File: src/rtl/multiplier_datapath_pkg.sv
// Shared constants and helpers for the shift-add multiplier datapath.
package multiplier_datapath_pkg;

    localparam int DEFAULT_BITS = 5;

    function automatic int clog2(input int value);
        int result;
        result = 0;
        for (int i = 0; i < 31; i++) begin
            if ((1 << i) < value) begin
                result = i + 1;
            end
        end
        return result;
    endfunction

endpackage

File: src/rtl/multiplier_datapath_p.sv
// Iteration counter P: loads BITS, counts down to zero and sticks there.
module mult_p_counter
    import multiplier_datapath_pkg::*;
#(
    parameter int BITS = DEFAULT_BITS,
    parameter int PW   = clog2(BITS + 1)
) (
    input  logic          clk,
    input  logic          reset_n,
    input  logic          load,
    input  logic          dec,
    output logic [PW-1:0] count,
    output logic          zero
);

    localparam logic [PW-1:0] LOAD_VALUE = PW'(BITS);

    assign zero = (count == '0);

    always_ff @(posedge clk or negedge reset_n) begin
        if (!reset_n) begin
            count <= '0;
        end else if (load) begin
            count <= LOAD_VALUE;
        end else if (dec && !zero) begin
            count <= count - 1'b1;
        end
    end

endmodule

File: src/rtl/multiplier_datapath.sv
// Register datapath for the shift-add multiplier: B, {C,A,Q} and counter P.
module multiplier_datapath
    import multiplier_datapath_pkg::*;
#(
    parameter int BITS = DEFAULT_BITS
) (
    input  logic              clk,
    input  logic              reset_n,
    input  logic [BITS-1:0]   multiplicand,
    input  logic [BITS-1:0]   multiplier,
    input  logic              load_reg,
    input  logic              add_reg,
    input  logic              shift_reg,
    input  logic              dec_p,
    output logic              Q0,
    output logic              zero,
    output logic [2*BITS-1:0] product,
    output logic              done
);

    localparam int PW = clog2(BITS + 1);

    logic [BITS-1:0] a;
    logic [BITS-1:0] b;
    logic [BITS-1:0] q;
    logic            c;
    logic [PW-1:0]   p_count;
    logic [BITS:0]   sum;

    assign sum     = {1'b0, a} + {1'b0, b};
    assign Q0      = q[0];
    assign product = {a, q};

    mult_p_counter #(
        .BITS(BITS),
        .PW  (PW)
    ) u_p_counter (
        .clk    (clk),
        .reset_n(reset_n),
        .load   (load_reg),
        .dec    (dec_p),
        .count  (p_count),
        .zero   (zero)
    );

    // Shift outranks add; load outranks both.
    always_ff @(posedge clk or negedge reset_n) begin
        if (!reset_n) begin
            a    <= '0;
            b    <= '0;
            q    <= '0;
            c    <= 1'b0;
            done <= 1'b0;
        end else if (load_reg) begin
            a    <= '0;
            b    <= multiplicand;
            q    <= multiplier;
            c    <= 1'b0;
            done <= 1'b0;
        end else begin
            done <= shift_reg & zero;
            if (shift_reg) begin
                c <= 1'b0;
                a <= {c, a[BITS-1:1]};
                q <= {a[0], q[BITS-1:1]};
            end else if (add_reg) begin
                {c, a} <= sum;
            end
        end
    end

endmodule

File: config.mk
export PLATFORM = sky130hd
export DESIGN_NAME = multiplier_datapath
export DESIGN_NICKNAME = d
export VERILOG_FILES = /design/src/rtl/multiplier_datapath_pkg.sv /design/src/rtl/multiplier_datapath_p.sv /design/src/rtl/multiplier_datapath.sv
export SDC_FILE = /design/constraint.sdc
export NUM_CORES = 1
export LEC_CHECK = 0
export BUFFER_PORTS_ARGS = -buffer_cell sky130_fd_sc_hd__buf_2
export CAP_MARGIN = 20
export CORE_MARGIN = 2
export CORE_UTILIZATION = 46
export CTS_CLUSTER_SIZE = 40
export DETAILED_ROUTE_END_ITERATION = 8
export MAX_ROUTING_LAYER = met4
export PLACE_DENSITY = 0.74
export REMOVE_ABC_BUFFERS = 1
export SYNTH_ARGS = -nofsm -noshare
export SYNTH_HDL_FRONTEND = slang
export SYNTH_SLANG_ARGS = --single-unit
File: constraint.sdc
create_clock -name clk -period 1.5 [get_ports clk]
set_clock_uncertainty 0.1 [all_clocks]
set_input_delay 0.075 -clock clk [delete_from_list [all_inputs] [get_ports clk]]
set_output_delay 0.075 -clock clk [all_outputs]
set_load 0.02 [all_outputs]
==> qor.log <==
qor: cts.clockRootBuffer clkbuf_4
qor: finish.final_layout_size_suffix_gt1_frac 0.3542
qor: worst_setup_path.startpoint_type flip-flop
qor: worst_setup_path.r2r_cells 6
qor: route.wire_per_inst 13.06 µm
qor: finish.finish.utilization 0.6532
qor: synth.post_synth.cell_area_avg 10.68 µm²
qor: synth.ys_seq_area_frac 0.4592
qor: cts.ctsHtreeMaxLevel 1
qor: hold_path.hold_path.class input port to flip-flop
qor: grt.grt.overflow.total 0
qor: sta.period_minus_slack 1.729 ns
qor: placed_design.hpwl_after_detailed_placement 1506 µm
qor: cts.clock_input_transition_at_the_sequential_cells_of_the_worst_setup_and_hold_paths 0.11 ns
qor: worst_setup_path.reg2reg_slack -0.23 ns
qor: finish.fillers 178
qor: synth.synth_top_area_cell dfrtp_1
qor: route.wl 2247 µm
qor: cts.cts_tree built
qor: hold_path.hold_start load_reg
qor: floorplanning.floorplan.initialDensity 0.4880
qor: cts.insertion_delay 0.30 ns
qor: power.vdd.ir_drop.worst 629.3 µV
qor: sta.final-setup-viol-count 3
qor: floorplanning.fp-row-count 17
qor: cts.ctsLongestPathBuffers 2
qor: finish.number_of_nets_in_the_layout 169
qor: synth.yosys_register_bits 20
qor: sta.clock.fmax 578.4 MHz
qor: worst_setup_path.crit-reg2reg-capture a[2]$_DFFE_PN0P_
qor: worst_setup_path.critPathCaptureType flip-flop
qor: worst_setup_path.critPathArrivalTime 1.86 ns
qor: sta.slew_headroom 0.7041
qor: floorplanning.fp.dieArea 2775 µm²
qor: floorplanning.die-width 52.68 µm
qor: sta.unrepaired_setup_endpoints_after_global_routing yes
qor: power.static-leakage-power 0.6929 nW
qor: finish.seq_area 500.5 µm²
qor: cts.tritoncts_num_sinks 20
qor: synth.synth.top_cells.by_area dfrtp_1, ha_1, mux2i_1
qor: floorplanning.design.core.area 2233 µm²
qor: grt.grt_util_all_layers 0.1871
qor: sta.max_slew.worst_pin.slew 0.4439 ns
qor: finish.mostFrequentLayoutCells buf_2, dfrtp_1, dlygate4sd3_1
qor: flow_run.cap_violations 0
qor: grt.grt_first_pass_wirelength 3677 µm
qor: floorplanning.top_level_ports 29
qor: route.drt_pass1_iterations 4
qor: power.power_per_cell_area 872.8 nW/µm²
qor: placed_design.final_estimated_routing_congestion_in_global_placement 0.7980
qor: grt.grt_start_max_net_pins 26
qor: sta.whs 0.09482 ns
qor: sta.portion_of_the_clock_cycle_consumed_by_the_worst_path_in_the_final_layout 1.153
qor: floorplanning.dieHeight 52.68 µm
qor: worst_setup_path.crit-reg2reg-launch b[0]$_DFFE_PN0P_
qor: sta.fin_setup_tns -0.3394 ns
qor: route.vias 899
qor: synth.synth.distinct_cells 32
qor: finish.final_cells 172
qor: worst_setup_path.cp.required 1.64 ns
qor: synth.yosys_warnings 0
qor: sta.final-hold-violation-count 0
qor: finish.layout.cells.most_common buf_2
qor: finish.area_growth 33.87%
qor: grt.antenna_found_initial 0
qor: route.via_per_inst 5.227
qor: finish.num_antenna_cells 0
qor: route.post-route-drc-count 0
qor: synth.syn_area 1090 µm²
qor: cts.cts.repair_timing.setup_buffer_count 0
qor: outcome.outcome complete, but fails checks
qor: worst_setup_path.path_class flip-flop to flip-flop
qor: route.postRouteAntennaNets 0
qor: placed_design.dp_cells 156
qor: sta.layout_setup_ws -0.2290 ns
qor: route.drt_iter0_drc 15
qor: sta.timing_max_transition_violations_final 0
qor: placed_design.port_buffers 28
qor: outcome.violations setup timing
qor: synth.synth.top_cell.area_share 0.4592
qor: hold_path.min_delay_path_depth 2
qor: finish.multi_input_area 575.6 µm²
qor: grt.grt_pass1_vias 876
qor: hold_path.endpoint_with_the_worst_hold_slack a[0]$_DFFE_PN0P_
qor: synth.synthesis.instances 102
qor: cts.cts_inserted_buffers 3
qor: placed_design.pre_cts_ws -0.1904 ns
qor: worst_setup_path.critical_path.max_fanout 2
-- through the flow --
step,total power (W),cell area [µm²]
3_5_place_dp,0.0009250,1260
4_1_cts,0.001277,1443
2_1_floorplan,0.0007966,1047
5_1_grt,0.001348,1459
6_report,0.001273,1459
3_3_place_gp,0.0009107,1260
-- synthesized netlist by cell type, drive strengths merged --
library cell and instances:
dfrtp 20, a21oi 8, ha 7, mux2i 7, nand2 7, nor2 7, buf 6, mux2 5
o21ai 5, nand2b 4, a211o 2, and3b 2, inv 2, nand3 2, nor2b 2, nor3 2
nor3b 2, xnor2 2, a211oi 1, a21boi 1, a31oi 1, clkbuf 1, fa 1, nand4 1
nor4 1, o22ai 1, o31a 1, or2 1
-- worst max-delay path, stage by stage (launching register included) --
cell      delay [ns]
dfrtp_1         0.40
ha_2            0.20
fa_2            0.36
xnor2_1         0.15
a211oi_1        0.28
a21oi_1         0.07
nor2_1          0.12
-- registers in the layout (all words and copies together) (netlist names) --
name               flops
a                      5
b                      5
c                      1
done                   1
q                      5
u_p_counter.count      3
-- report_power, final --
part	leakage (nW)	switching, W	total, W	internal, W
clock	0.0210	0.000164	0.000312	0.000148
sequential	0.249	0.0000373	0.000621	0.000584
combinational	0.423	0.000171	0.000340	0.000169
total	0.693	0.000372	0.00127	0.000901
-- worst max path at each step --
stage / from / end / depth (start not counted)
floorplan: a[0]$_DFFE_PN0P_ / a[2]$_DFFE_PN0P_ / 6
global placement: b[0]$_DFFE_PN0P_ / a[2]$_DFFE_PN0P_ / 6
detailed placement: b[0]$_DFFE_PN0P_ / a[2]$_DFFE_PN0P_ / 6
CTS: b[0]$_DFFE_PN0P_ / a[2]$_DFFE_PN0P_ / 6
global route: b[0]$_DFFE_PN0P_ / a[2]$_DFFE_PN0P_ / 6
finish: b[0]$_DFFE_PN0P_ / a[2]$_DFFE_PN0P_ / 6
-- kinds of logic (layout without fill, tap and decap cells) --
logic type,count (synthesis),in the layout,share of synthesized area
adders and majority gates,8,8,0.09873
xor gates and xnor gates,2,2,0.01608
buffers and inverters,9,51,0.04593
muxes,12,12,0.1160
AOI/OAI and AO/OA,20,20,0.1091
and+or+nand+nor,31,31,0.1550
DFF,20,20,0.4592
-- cell type report --
| type | instances | share of cell area |
|---|---|---|
| multi-input cells | 73 | 0.3945 |
| flip-flops and latches | 20 | 0.3431 |
| repair buffers | 45 | 0.2084 |
| clock buffers | 4 | 0.02487 |
| well taps | 28 | 0.02401 |
| inverters | 2 | 0.005146 |
-- layer usage --
| metal | global-route usage | wire, µm | part of all wire |
|---|---|---|---|
| met1 | 0.2218 | 935 | 0.42 |
| met3 | 0.03429 | 92 | 0.041 |
| met4 | 0.07692 | 9 | 0.0040 |
| met2 | 0.3125 | 1210 | 0.54 |
| met5 | - | 0 | 0 |
-- timing repair --
| action | in CTS | in global routing |
|---|---|---|
| hold endpoints to repair | 32 | 0 |
| hold buffers | 12 | 0 |
| gates cloned | 0 | 0 |
| pin swaps | 1 | 5 |
| resized for setup | 6 | 5 |
| setup endpoints to repair | 5 | 8 |
Note: power is estimated with default switching activity, not from simulation.
